[src/rtl/ps2_kbd_pkg.sv]
// ps2_kbd_pkg: shared FSM states, Set-2 scan-code constants and control ASCII values
package ps2_kbd_pkg;
  typedef enum logic [1:0] {IDLE, BREAK, EXT, EXT_BREAK} state_t;
  localparam logic [7:0] SC_BREAK  = 8'hF0;
  localparam logic [7:0] SC_EXT    = 8'hE0;
  localparam logic [7:0] SC_PAUSE  = 8'hE1;
  localparam logic [7:0] SC_LSHIFT = 8'h12;
  localparam logic [7:0] SC_RSHIFT = 8'h59;
  localparam logic [7:0] SC_CAPS   = 8'h58;
  localparam logic [7:0] ASCII_SP  = 8'h20;
  localparam logic [7:0] ASCII_CR  = 8'h0D;
  localparam logic [7:0] ASCII_BS  = 8'h08;
  localparam logic [7:0] ASCII_TAB = 8'h09;
  localparam logic [7:0] ASCII_ESC = 8'h1B;
endpackage

[src/rtl/ps2_scan_to_ascii.sv]
// ps2_scan_to_ascii: combinational Set-2 make code to ASCII lookup, 0 = unmapped
// PS2_KBD_EXT_KEYS_EN maps E0-prefixed navigation keys; otherwise extended codes return 0.
module ps2_scan_to_ascii
  import ps2_kbd_pkg::*;
(
  input  logic [7:0] scan,
  input  logic       shift,
  input  logic       caps,
  input  logic       ext,
  output logic [7:0] ascii
);
  logic [7:0] lo, hi, base, ext_ascii;
  logic letter;
  always_comb begin
    lo = 8'h00;
    hi = 8'h00;
    case (scan)
      8'h1C: lo = "a";  8'h32: lo = "b";  8'h21: lo = "c";  8'h23: lo = "d";
      8'h24: lo = "e";  8'h2B: lo = "f";  8'h34: lo = "g";  8'h33: lo = "h";
      8'h43: lo = "i";  8'h3B: lo = "j";  8'h42: lo = "k";  8'h4B: lo = "l";
      8'h3A: lo = "m";  8'h31: lo = "n";  8'h44: lo = "o";  8'h4D: lo = "p";
      8'h15: lo = "q";  8'h2D: lo = "r";  8'h1B: lo = "s";  8'h2C: lo = "t";
      8'h3C: lo = "u";  8'h2A: lo = "v";  8'h1D: lo = "w";  8'h22: lo = "x";
      8'h35: lo = "y";  8'h1A: lo = "z";
      8'h45: {lo, hi} = {"0", ")"};  8'h16: {lo, hi} = {"1", "!"};
      8'h1E: {lo, hi} = {"2", "@"};  8'h26: {lo, hi} = {"3", "#"};
      8'h25: {lo, hi} = {"4", "$"};  8'h2E: {lo, hi} = {"5", "%"};
      8'h36: {lo, hi} = {"6", "^"};  8'h3D: {lo, hi} = {"7", "&"};
      8'h3E: {lo, hi} = {"8", "*"};  8'h46: {lo, hi} = {"9", "("};
      8'h4E: {lo, hi} = {"-", "_"};  8'h55: {lo, hi} = {"=", "+"};
      8'h54: {lo, hi} = {"[", "{"};  8'h5B: {lo, hi} = {"]", "}"};
      8'h5D: {lo, hi} = {"\\", "|"}; 8'h4C: {lo, hi} = {";", ":"};
      8'h52: {lo, hi} = {"'", "\""}; 8'h41: {lo, hi} = {",", "<"};
      8'h49: {lo, hi} = {".", ">"};  8'h4A: {lo, hi} = {"/", "?"};
      8'h0E: {lo, hi} = {8'h60, "~"};
      8'h29: {lo, hi} = {ASCII_SP, ASCII_SP};
      8'h5A: {lo, hi} = {ASCII_CR, ASCII_CR};
      8'h66: {lo, hi} = {ASCII_BS, ASCII_BS};
      8'h0D: {lo, hi} = {ASCII_TAB, ASCII_TAB};
      8'h76: {lo, hi} = {ASCII_ESC, ASCII_ESC};
      default: ;
    endcase
  end
  assign letter = (lo >= "a") && (lo <= "z");
  assign base = letter ? ((shift ^ caps) ? lo - 8'h20 : lo) : (shift ? hi : lo);
`ifdef PS2_KBD_EXT_KEYS_EN
  always_comb begin
    ext_ascii = 8'h00;
    case (scan)
      8'h75: ext_ascii = 8'h11;
      8'h72: ext_ascii = 8'h12;
      8'h6B: ext_ascii = 8'h13;
      8'h74: ext_ascii = 8'h14;
      8'h6C: ext_ascii = 8'h01;
      8'h69: ext_ascii = 8'h04;
      8'h71: ext_ascii = 8'h7F;
      8'h5A: ext_ascii = ASCII_CR;
      default: ;
    endcase
  end
`else
  assign ext_ascii = 8'h00;
`endif
  assign ascii = ext ? ext_ascii : base;
endmodule

[src/rtl/ps2_kbd_decoder.sv]
// ps2_kbd_decoder: PS/2 Set-2 scan-code decoder with shift/caps tracking and an ASCII FWFT FIFO
// Define PS2_KBD_EXT_KEYS_EN to queue arrow/navigation keys from E0-prefixed codes.
module ps2_kbd_decoder
  import ps2_kbd_pkg::*;
#(
  parameter int FIFO_DEPTH = 8,
  parameter int FIFO_AW    = 3
) (
  input  logic       clk,
  input  logic       reset,
  input  logic       rx_done_tick,
  input  logic [7:0] rx_data,
  input  logic       rd_en,
  output logic [7:0] ascii,
  output logic       empty,
  output logic       full,
  output logic       overflow,
  output logic       shift_held,
  output logic       caps_on
);
  state_t state, state_nxt;
  logic lshift, rshift, is_prefix, is_mod, push, pop, wr;
  logic [7:0] lut;
  logic [7:0] mem [FIFO_DEPTH];
  logic [FIFO_AW-1:0] wr_ptr, rd_ptr;
  logic [FIFO_AW:0] count;
  assign shift_held = lshift | rshift;
  assign is_prefix = rx_data == SC_BREAK || rx_data == SC_EXT || rx_data == SC_PAUSE;
  assign is_mod = rx_data == SC_LSHIFT || rx_data == SC_RSHIFT || rx_data == SC_CAPS;
  ps2_scan_to_ascii u_lut (
    .scan (rx_data),
    .shift(shift_held),
    .caps (caps_on),
    .ext  (state == EXT),
    .ascii(lut)
  );
  always_comb begin
    state_nxt = state;
    if (rx_done_tick)
      case (state)
        IDLE:    state_nxt = rx_data == SC_BREAK ? BREAK : rx_data == SC_EXT ? EXT : IDLE;
        EXT:     state_nxt = rx_data == SC_BREAK ? EXT_BREAK : IDLE;
        default: state_nxt = IDLE;
      endcase
  end
  always_ff @(posedge clk)
    state <= reset ? IDLE : state_nxt;
  always_ff @(posedge clk)
    if (reset) begin
      lshift  <= 1'b0;
      rshift  <= 1'b0;
      caps_on <= 1'b0;
    end else if (rx_done_tick && state == IDLE) begin
      if (rx_data == SC_LSHIFT) lshift <= 1'b1;
      if (rx_data == SC_RSHIFT) rshift <= 1'b1;
      if (rx_data == SC_CAPS) caps_on <= ~caps_on;
    end else if (rx_done_tick && state == BREAK) begin
      if (rx_data == SC_LSHIFT) lshift <= 1'b0;
      if (rx_data == SC_RSHIFT) rshift <= 1'b0;
    end
  // A simultaneous pop frees the head slot, so a push while full still lands.
  assign push = rx_done_tick && lut != 8'h00 &&
                ((state == IDLE && !is_prefix && !is_mod) || (state == EXT && rx_data != SC_BREAK));
  assign pop = rd_en && !empty;
  assign wr = push && (!full || pop);
  assign empty = count == '0;
  assign full = count == (FIFO_AW+1)'(FIFO_DEPTH);
  assign ascii = empty ? 8'h00 : mem[rd_ptr];
  always_ff @(posedge clk)
    if (wr) mem[wr_ptr] <= lut;
  always_ff @(posedge clk)
    if (reset) begin
      wr_ptr   <= '0;
      rd_ptr   <= '0;
      count    <= '0;
      overflow <= 1'b0;
    end else begin
      if (wr) wr_ptr <= wr_ptr + FIFO_AW'(1);
      if (pop) rd_ptr <= rd_ptr + FIFO_AW'(1);
      count <= count + (FIFO_AW+1)'(wr) - (FIFO_AW+1)'(pop);
      if (push && !wr) overflow <= 1'b1;
    end
endmodule

[config.mk]
export PLATFORM = sky130hd
export DESIGN_NAME = ps2_kbd_decoder
export DESIGN_NICKNAME = d
export VERILOG_FILES = /design/src/rtl/ps2_kbd_pkg.sv /design/src/rtl/ps2_scan_to_ascii.sv /design/src/rtl/ps2_kbd_decoder.sv
export SDC_FILE = /design/constraint.sdc
export NUM_CORES = 1
export LEC_CHECK = 0
export BUFFER_PORTS_ARGS = -buffer_cell sky130_fd_sc_hd__buf_2
export CAP_MARGIN = 20
export CORE_AREA = 2 2 115 94
export CTS_CLUSTER_DIAMETER = 120
export DETAILED_ROUTE_END_ITERATION = 12
export DIE_AREA = 0 0 117 96
export GPL_TIMING_DRIVEN = 0
export PLACE_DENSITY = 0.8
export SYNTH_ARGS = -nofsm -noshare
export SYNTH_HDL_FRONTEND = slang
export SYNTH_SLANG_ARGS = --single-unit
[constraint.sdc]
create_clock -name clk -period 4.8 [get_ports clk]
set_input_delay 0.96 -clock clk [delete_from_list [all_inputs] [get_ports clk]]
set_output_delay 0.96 -clock clk [all_outputs]
set_load 0.03 [all_outputs]
==> results.yml <==
place:
  io_buffers: 23
  place_ws_ns: -0.832
  hpwl_um: 11200
  placed_cell_area_um2: 5720
  dp_cells: 670
  gp_congestion: 1.04
cts:
  numCtsBuffers: 9
  hold_buffers: 0
  ctsHtreeMaxLevel: 3
  cts_sinks: 83
  cts_tree: "done"
  clk_latency_ns: 0.34
  cts.clk_slew.worst_paths_ns: 0.06
  clockBufferDepth: 2
  clockRootBuffer: "clkbuf_16"
final_layout:
  post_route_cells_drive_above_1_share_pct: 25.6
  fin_nets: 573
  fin_util_pct: 62.7
  final_cell_mix: "edfxtp_1 (64), nor2_1 (46), nand2_1 (33), buf_4 (26), buf_2 (24)"
  fin_cells: 695
  multiInputGateArea_um2: 3060
  nFillCells: 796
  antenna_cells: 0
  syn2layout_area_growth_pct: 16.7
  design_area_um2: 6340
  seqCellArea_um2: 2300
  final_common_cell: "edfxtp_1"
global_route:
  antenna_found_initial: 0
  overflow: 0
  grt_use_met2_pct: 41.1
  grt_usage_pct: 28.6
  grt_pass1_vias: 4375
  grt_first_pass_wirelength_um: 23800
  top_usage_layer: "met1"
  grt_use_met1_pct: 41.7
  use_met3_pct: 9.01
  grt_max_degree: 17
setup_path:
  critPathTopFamily: "compound AO/OA/AOI/OAI gates"
  crit_arrival_ns: 5.05
  critPathCapture: "count[2]"
  cp_max_fo: 10
  cp_cell_sequence: "buf_2, buf_4, or4bb_4, a211o_1, nand4b_1, nor4_4, buf_4, nand2_1, ha_4, nor2_2, a311oi_1, o32ai_2, a311oi_2, buf_4, a21oi_4, buf_6, ha_1, fa_1, xnor2_1, nor2_1"
  cpMostUsedCell: "buf_4"
  cp.depth: 20
  slowest_stage: "or4bb_4"
  cp-end-kind: "flip-flop"
  cp_num_buf_inv: 5
  critPathLaunchType: "primary input"
  crit_required_ns: 5.02
  crit_type: "in2reg"
  reg2reg_from: "rshift"
  startpoint: "rx_data[7]"
  critPathMaxStageDelay_ns: 0.57
  ff2ff_path_depth: 14
  reg2reg_slack_ns: 1.36
  timing.rr.end: "count[2]"
sta:
  setup_viol: 1
  hold_viol: 0
  finClkSkew_ns: 0.00691
  setup_slack_ns: -0.0385
  rsz0062_at_grt: "true"
  slew_headroom_pct: 34.9
  tightest_slew_ns: 0.970
  fin_crit_ns: 4.84
  final_max_slew_viol_count: 0
  fmax_ghz: 0.207
  setup_tns_ns: -0.0385
  finalCritPeriodShare_pct: 101
route:
  drtAntennaViolNets: 0
  vias: 4719
  wl_per_cell_um: 22.4
  vias_per_cell: 6.79
  drc: 0
  drt_wl_total_um: 15600
  drt-initial-drc-count: 577
  dr.pass1.iters: 6
synth:
  syn_area_um2: 5430
  syn_inst: 507
  ys.flop_type: "edfxtp_1"
  ys_seq_elements: 83
  syn-num-nets: 530
  postSynthAreaPerCell_um2: 10.7
  async_reset_ff_share_pct: 0
  synth-edff-count: 64
  ys_warn_count: 0
  synthDistinctLibCells: 89
  seq_area_frac_synth_pct: 42.4
power:
  ir_drop_mv: 0.313
  leakage_uw: 0.00229
  power_density_nw_per_um2: 375
floorplan:
  rows: 33
  core_um2: 10100
  start_util_pct: 53.7
  fp.dieW_um: 117
  ios: 25
  dieArea_um2: 11200
  dieHeight_um: 96
worst_hold_path:
  hold_path.class: "reg2reg"
run_status:
  status: "finished, violations left"
  violations: "negative setup slack"
run:
  drv_cap: 0
==> timing repair <==
item,CTS,global route
setup buffers,9,2
gates resized for setup,38,23
setup endpoints to repair,76,67
pin swaps,3,3
==> sequential cells by signal, summed over array words and instances (netlist names), named ones only <==
signal / cells
lshift: 1
count: 4
rd_ptr: 3
rshift: 1
state: 2
caps_on: 1
wr_ptr: 3
mem: 64
overflow: 1
==> per-layer routing <==
layer / share of wire, % / vias up / wire, um
li1: - / 2068 / -
met1: 43 / 2263 / 6720
met2: 42 / 324 / 6610
met3: 11 / 64 / 1770
met4: 3.0 / 0 / 465
met5: 0 / - / 0
==> cell type report <==
cell class	count	share of cell area [%]
Inverter	15	0.888
Buffer	36	4.10
Multi-Input combinational cell	371	48.3
Clock inverter	7	0.927
Clock buffer	9	3.55
Tap cell	140	2.76
Sequential cell	83	36.3
Timing Repair Buffer	34	3.16
==> report_power, final <==
part	switching (uW)	internal, uW	total [uW]
Combinational	514	344	858
Sequential	26.1	835	861
Clock	299	360	659
==> worst min-delay path by stage <==
stage / from / to / slack (ns) / depth (start not counted)
floorplan: state[1] / state[1] / 0.45 / 2
global placement: lshift / lshift / 0.47 / 2
detailed placement: overflow / overflow / 0.47 / 1
CTS: overflow / overflow / 0.49 / 1
global route: overflow / overflow / 0.51 / 1
finish: lshift / lshift / 0.48 / 2
==> logic make-up (layout without fill, tap and decap cells) <==
kind of cell | count (synthesis) | in the layout | share of synthesized area, %
AO/OA/AOI/OAI | 95 | 95 | 13.3
XOR/XNOR | 12 | 12 | 1.93
adder cells (fa/ha/maj) | 11 | 11 | 2.67
buffers and inverters | 53 | 101 | 5.27
flip-flops | 83 | 83 | 42.4
multiplexers | 34 | 34 | 9.99
AND/OR/NAND/NOR | 219 | 219 | 24.4
==> synthesized netlist by cell type (4+ instances only) <==
cell / number / area share [%]
and4_1: 4 / 0.64
nand4_1: 4 / 0.46
a211oi_1: 6 / 0.83
o32a_1: 4 / 0.74
nor3_1: 17 / 1.6
mux2i_1: 16 / 2.9
ha_1: 10 / 2.3
nand3_1: 16 / 1.5
and4b_1: 5 / 0.92
edfxtp_1: 64 / 35
nand2b_1: 16 / 1.8
nand2_1: 34 / 2.3
nor2b_1: 13 / 1.5
buf_2: 7 / 0.64
xor2_1: 4 / 0.64
and3b_1: 4 / 0.64
dfxtp_1: 19 / 7.0
mux4_2: 16 / 6.6
and3_1: 5 / 0.58
buf_6: 4 / 0.83
a21oi_1: 18 / 1.7
nor3b_1: 5 / 0.69
buf_4: 13 / 1.8
nor4_1: 5 / 0.58
xnor2_1: 8 / 1.3
o21ai_0: 8 / 0.74
nor2_1: 47 / 3.2
o211ai_1: 6 / 0.83
clkbuf_1: 11 / 0.76
inv_1: 15 / 1.0
==> metrics by stage <==
stage          hold slack, ns  total power [uW]
2_1_floorplan           0.450              1490
3_3_place_gp            0.466              1660
3_5_place_dp            0.473              1690
4_1_cts                 0.487              2370
5_1_grt                 0.507              2490
6_report                0.484              2380
==> worst min-delay path, cell delays in order, from the launching register on <==
cell and delay, ns:
dfxtp_1 0.31, o21ai_0 0.07, a21oi_1 0.06
(Power assumes the default switching activity.)
